## src/rtl/alu_pipe.sv

```systemverilog
// Elastic pipelined ALU with dual-mode opcode decode,
// valid/ready handshakes and a saturating illegal-op counter.
module alu_pipe #(
  parameter int WIDTH     = 5,
  parameter int STAGES    = 2,
  parameter int ERR_CNT_W = 16
) (
  input  logic                 clk,
  input  logic                 rst_n,
  input  logic                 in_valid,
  output logic                 in_ready,
  input  logic                 a_en,
  input  logic                 b_en,
  input  logic [2:0]           a_op,
  input  logic [1:0]           b_op,
  input  logic [WIDTH-1:0]     A,
  input  logic [WIDTH-1:0]     B,
  output logic                 out_valid,
  input  logic                 out_ready,
  output logic [WIDTH:0]       C,
  output logic                 err,
  output logic [ERR_CNT_W-1:0] err_cnt
);

  localparam int RW = WIDTH + 1;
  localparam logic [RW-1:0] ONE = RW'(1);
  localparam logic [RW-1:0] TWO = RW'(2);
  localparam logic [ERR_CNT_W-1:0] CNT_MAX = '1;

  typedef struct packed {
    logic          v;
    logic          e;
    logic [RW-1:0] c;
  } stg_t;

  logic [RW-1:0]     sa;
  logic [RW-1:0]     sb;
  logic [RW-1:0]     res;
  logic              ill;
  logic [STAGES-1:0] ld;
  stg_t              st [STAGES];
  stg_t              up [STAGES];

  assign sa = {A[WIDTH-1], A};
  assign sb = {B[WIDTH-1], B};

  always_comb begin
    res = '0;
    ill = 1'b0;
    unique case (1'b1)
      (a_en && !b_en): begin
        case (a_op)
          3'd0:      res = sa + sb;
          3'd1:      res = sa - sb;
          3'd2:      res = sa ^ sb;
          3'd3,
          3'd4:      res = sa & sb;
          3'd5:      res = sa | sb;
          3'd6:      res = ~(sa ^ sb);
          default:   ill = 1'b1;
        endcase
      end
      (!a_en && b_en): begin
        case (b_op)
          2'd0:      res = ~(sa & sb);
          2'd1,
          2'd2:      res = sa + sb;
          default:   ill = 1'b1;
        endcase
      end
      (a_en && b_en): begin
        case (b_op)
          2'd0:      res = sa ^ sb;
          2'd1:      res = ~(sa ^ sb);
          2'd2:      res = sa - ONE;
          default:   res = sb + TWO;
        endcase
      end
      default: ill = 1'b1;
    endcase
    if (ill) res = '0;
  end

  // Load enables ripple back from the output so bubbles collapse.
  always_comb begin
    logic go;
    go = out_ready;
    ld = '0;
    for (int i = STAGES - 1; i >= 0; i--) begin
      ld[i] = !st[i].v || go;
      go    = ld[i];
    end
  end

  always_comb begin
    up[0] = '{v: in_valid, e: ill, c: res};
    for (int i = 1; i < STAGES; i++) begin
      up[i] = st[i-1];
    end
  end

  always_ff @(posedge clk or negedge rst_n) begin
    if (!rst_n) begin
      for (int i = 0; i < STAGES; i++) begin
        st[i] <= '0;
      end
    end else begin
      for (int i = 0; i < STAGES; i++) begin
        if (ld[i]) begin
          st[i].v <= up[i].v;
          if (up[i].v) begin
            st[i].e <= up[i].e;
            st[i].c <= up[i].c;
          end
        end
      end
    end
  end

  always_ff @(posedge clk or negedge rst_n) begin
    if (!rst_n) begin
      err_cnt <= '0;
    end else if (in_valid && in_ready && ill) begin
      if (err_cnt != CNT_MAX) err_cnt <= err_cnt + 1'b1;
    end
  end

  assign in_ready  = ld[0];
  assign out_valid = st[STAGES-1].v;
  assign C         = st[STAGES-1].c;
  assign err       = st[STAGES-1].e;

endmodule
```

## config.mk

```make
export PLATFORM = sky130hd
export DESIGN_NAME = alu_pipe
export DESIGN_NICKNAME = d
export VERILOG_FILES = /design/src/rtl/alu_pipe.sv
export SDC_FILE = /design/constraint.sdc
export NUM_CORES = 1
export LEC_CHECK = 0
export BUFFER_PORTS_ARGS = -buffer_cell sky130_fd_sc_hd__buf_2
export CAP_MARGIN = 20
export CORE_ASPECT_RATIO = 1.2
export CORE_UTILIZATION = 35
export DETAILED_ROUTE_END_ITERATION = 10
export SLEW_MARGIN = 20
export SYNTH_ARGS = -nofsm -noshare
export SYNTH_HDL_FRONTEND = slang
export SYNTH_SLANG_ARGS = --single-unit
```

## constraint.sdc

```tcl
create_clock -name clk -period 2.35 [get_ports clk]
set_input_delay 0.47 -clock clk [delete_from_list [all_inputs] [get_ports clk]]
set_output_delay 0.47 -clock clk [all_outputs]
set_load 0.02 [all_outputs]
```

### Yosys cells after proc, flatten, opt, wreduce, memory -nomap -nowiden

Index checks and enable logic that the tools add are counted.

* bitwise logic cells: 5
* multiplexer cells: 8
* reductions and logical operators: 20
* add/sub/neg operators: 5
* equal/unequal tests: 9

Operators with widths (number)
* 6-bit case mux with 3 select lines: 2
* 6-bit case mux with 6 select lines: 1
* 16-bit by 1-bit adder with 16-bit output, second input constant: 1
* 16-bit != test, second input constant: 1
* 6-bit inverter: 2
* 6-bit case mux with 2 select lines: 1
* 3-bit == test, second input constant: 3
* 7-bit OR reduction: 1
* 5-bit by 3-bit adder with 6-bit output, second input constant: 1
* 5-bit by 5-bit adder with 6-bit output: 1
* 6-bit AND: 1
* 3-bit by 2-bit == test with 1-bit output, second input constant: 2
* 6-bit 2-to-1 mux: 1
* 6-bit bitwise OR: 1
* 2-bit AND reduction: 3
* 5-bit by 2-bit subtractor with 6-bit output, second input constant: 1
* 5-bit by 5-bit subtractor with 6-bit output: 1
* 6-bit bitwise XOR: 1
* 1-bit logical AND: 5
* 1-bit logical NOT: 4
* 2-bit OR reduction: 2
* 3-bit by 1-bit == test with 1-bit output, second input constant: 1
* 3-bit logical NOT: 1
* 1-bit case mux with 3 select lines: 1
* 6 further kinds: 8

* bits of input ports: 21
* flip-flop bits (word level): 32

### Depth between registers and ports, before layout

* depth in word-level cells: 6
* gate-level depth with buffers: 9

### Worst setup path before layout

OpenSTA, ideal clock, no wires.

* kind: input port to flip-flop
* from: in A[0]
* to: reg st[12] (netlist bit)
* buffers on the path: 0
* data arrival time: 2.127 ns
* required time: 2.268 ns
* stages on the path: 7
* slack: 0.141 ns
* cells stage by stage: ha_1 > fa_1 > a21o_1 > a21oi_1 > a2bb2oi_1 > mux2_2 > a31oi_1

* cells in the longest elaborated chain, start to end: 4

RTL lines
* start: declaration: RTL line 16 `input logic [WIDTH-1:0] A,`
* 5-bit by 5-bit subtractor with 6-bit output, or another cell as far along: RTL line 54 `3'd1: res = sa - sb;`
* 6-bit case mux with 6 select lines, or another cell as far along: RTL line 52 `case (a_op)`
* 6-bit case mux with 3 select lines (*): RTL line 50 `unique case (1'b1)`
* 6-bit 2-to-1 mux (*): RTL line 81 `if (ill) res = '0;`
* end: declaration: RTL line 41 `stg_t st [STAGES];`

Every way passes the cells marked *; elsewhere a longest branch is shown, timed or not.
A chain may end at the register's enable or synchronous reset.

### Final worst setup path

Ends and elaborated chain as after synthesis.

==> results.ini <==
[timing]
max-slew-margin-rel_pct=52.6
skew_ps=7.14
final-setup-viol-count=0
timing.fmax_mhz=477
worst_pin_slew_ps=711
finalMaxSlewViolations=0
fin_tns_setup_ps=0
rsz0062_at_grt=no
worst_slack_ps=254
hold_viol=0
min_period_ps=2100
fin_crit_sh_pct=89.2
whs_ps=235

[cts]
root_buffer=clkbuf_8
clock_sinks=32
ctsHoldBuffers=0
path_clk_slew_ps=70
cts_tree=yes
clock_path_buffers=2
ctsResizeCount=0
clock_latency_ps=280
cts_buffers=5
post-cts-setup-buffers=0
htreeDepth=2

[yosys]
synthTopCellsByArea=dfrtp_1, ha_1, mux2_2
synthMuxAreaShare_pct=7.85
synth_edf_count=0
syn_inst=316
synth.distinct_cells=54
synthAdderAreaFrac_pct=11.3
synth_top_family_by_area=simple AND/OR/NAND/NOR gates
yosys.area_share.simple_pct=20.2
synthXorXnorAreaFrac_pct=5.66
ys_seq_elements=32
synth_flop_cell=dfrtp_1
syn_nets=361
yosysWarnings=0
synth_compound_area_share_pct=19.3
async_flop_share_pct=100
yosysTopAreaCellShare_pct=28.7
synth.avg_cell_area_um2=8.82
syn_area_mm2=0.00279
yosys.area.top_type=dfrtp_1
synth-seq-area-share_pct=28.7

[drt]
drc=0
via_per_inst=5.27
drt_wl_total_mm=6.69
vias=2400
firstDrtPassIters=4
drt_iter0_drc=68
routedWlPerCell_um=14.7
ant_nets=0

[floorplan]
coreArea_mm2=0.00771
fp.dieW_um=83.5
fp-row-count=35
start_util_pct=36.2
design.die.area_mm2=0.00833
die_y_um=99.8
ios=46

[power_and_ir_drop]
ir_worst_vdd_uv=487
finalPower_mw=1.85
p_per_area_mw_per_mm2=573
seq_power_share_pct=39.8
p_comb_share_pct=35.9
p_sw_uw=660
intPower_mw=1.19
p_clk_share_pct=24.3
p_leak_nw=1.50
swShare_pct=35.6

[placed_design]
dp.cells=448
dp_slack_ps=-21.7
gp_congestion=0.849
hpwl_mm=5.35
numPortBuffers=45

[setup_path]
r2r_cells=5
path_class=in2reg
r2r_setup_slack_ps=480
crit_path_end_kind=register
crit_required_ps=2560
worstSetupStartpointType=input port
crit_arrival_ps=2300
worst-path-max-fanout=3

[final_layout]
area_growth_pct=15.9
drive_gt1_share_pct=23.1
fill_cells=780
antennaDiodeCount=0
instances_no_fill=455
nNetsFinal=408

[grt]
grt_max_degree=33
grt_pass1_vias=2317
grt_pass1_wl_mm=11.3
grt_use_total_pct=16.8
overflow=0
antenna_found_initial=0

[job]
cap_violations=0

[status]
status=complete, no violations

[hold_path]
min_path_type=in2async

==> kinds of logic (layout without fill, tap and decap cells) <==
| logic type | count (synthesis) | after routing |
|---|---|---|
| buffers and inverters | 43 | 90 |
| DFF | 32 | 32 |
| adders and majority gates | 24 | 24 |
| muxes | 19 | 19 |
| AOI/OAI and AO/OA | 75 | 75 |
| and+or+nand+nor | 105 | 105 |
| xor gates and xnor gates | 18 | 18 |
==> worst max-delay path: stages <==
cell and delay (ps):
buf_2 110, ha_1 220, fa_1 430, a21o_1 180, a21oi_1 190, a2bb2oi_1 200
mux2_2 350, a31oi_1 150
==> cell usage after synthesis, drive strengths merged, types with 3 or more instances <==
cell and number:
a211o 4, a211oi 5, a21oi 17, a221oi 3
a31oi 6, and2 3, buf 11, clkbuf 10
dfrtp 32, ha 22, inv 22, mux2 13
mux2i 5, nand2 21, nand2b 15, nand3 10
nand3b 6, nand4 3, nor2 20, nor2b 8
nor3 7, nor3b 4, o21ai 17, o21bai 3
xnor2 10, xor2 8
==> sequential cells by signal (all words and copies together), names as in the netlist <==
signal and cells:
err_cnt 16, st 8, out_valid 1, C 6, err 1
==> stage by stage <==
stage	area [um2]	util, %
global placement	3130	40.7
floorplan	2790	-
CTS	3230	41.9
global route	3230	41.9
detailed placement	3130	40.7
finish	3230	41.9
==> layout by cell type, fill, tap and decap left out, types with 10 or more instances in the layout <==
cell type and n:
nor2_1 20, nand3_1 10, a21oi_1 17, buf_2 45
dfrtp_1 32, o21ai_0 17, inv_1 22, xnor2_1 10
nand2b_1 15, ha_1 22, nand2_1 21, buf_4 16
mux2_2 10
==> power by group through the flow <==
stage          Combinational [mW]  Sequential [mW]  Clock, mW
2_1_floorplan               0.423            0.796          0
3_3_place_gp                0.659            0.741          0
3_5_place_dp                0.669            0.750          0
5_1_grt                     0.729            0.757      0.487
4_1_cts                     0.671            0.740      0.459
6_report                    0.664            0.737      0.450
==> path summary, 6_finish.rpt <==
kind | startpoint | end
min in group clk | in_valid | st[15]
min reg2reg | st[14] | st[14]
min | rst_n | err_cnt[5]
max reg2reg | err_cnt[0] | err_cnt[1]
max in group asynchronous | rst_n | st[14]
max | A[0] | st[12]
==> metal layers <==
| metal | up-vias | part of all wire [%] | GRT usage, % |
|---|---|---|---|
| li1 | 1207 | - | - |
| met1 | 1119 | 46 | 21.0 |
| met2 | 61 | 49 | 29.3 |
| met3 | 13 | 3.4 | 3.07 |
| met4 | 0 | 2.2 | 5.74 |
| met5 | - | 0 | 0 |
==> area by class of cell <==
cell class / instances / area (um2) / share of cell area (%)
Inverter: 22 / 82.6 / 2.56
Multi-Input combinational cell: 241 / 1790 / 55.4
Sequential cell: 32 / 801 / 24.8
Clock buffer: 7 / 96.3 / 2.98
Timing Repair Buffer: 61 / 345 / 10.7
Tap cell: 92 / 115 / 3.56
Note: power is estimated with default switching activity, not from simulation.
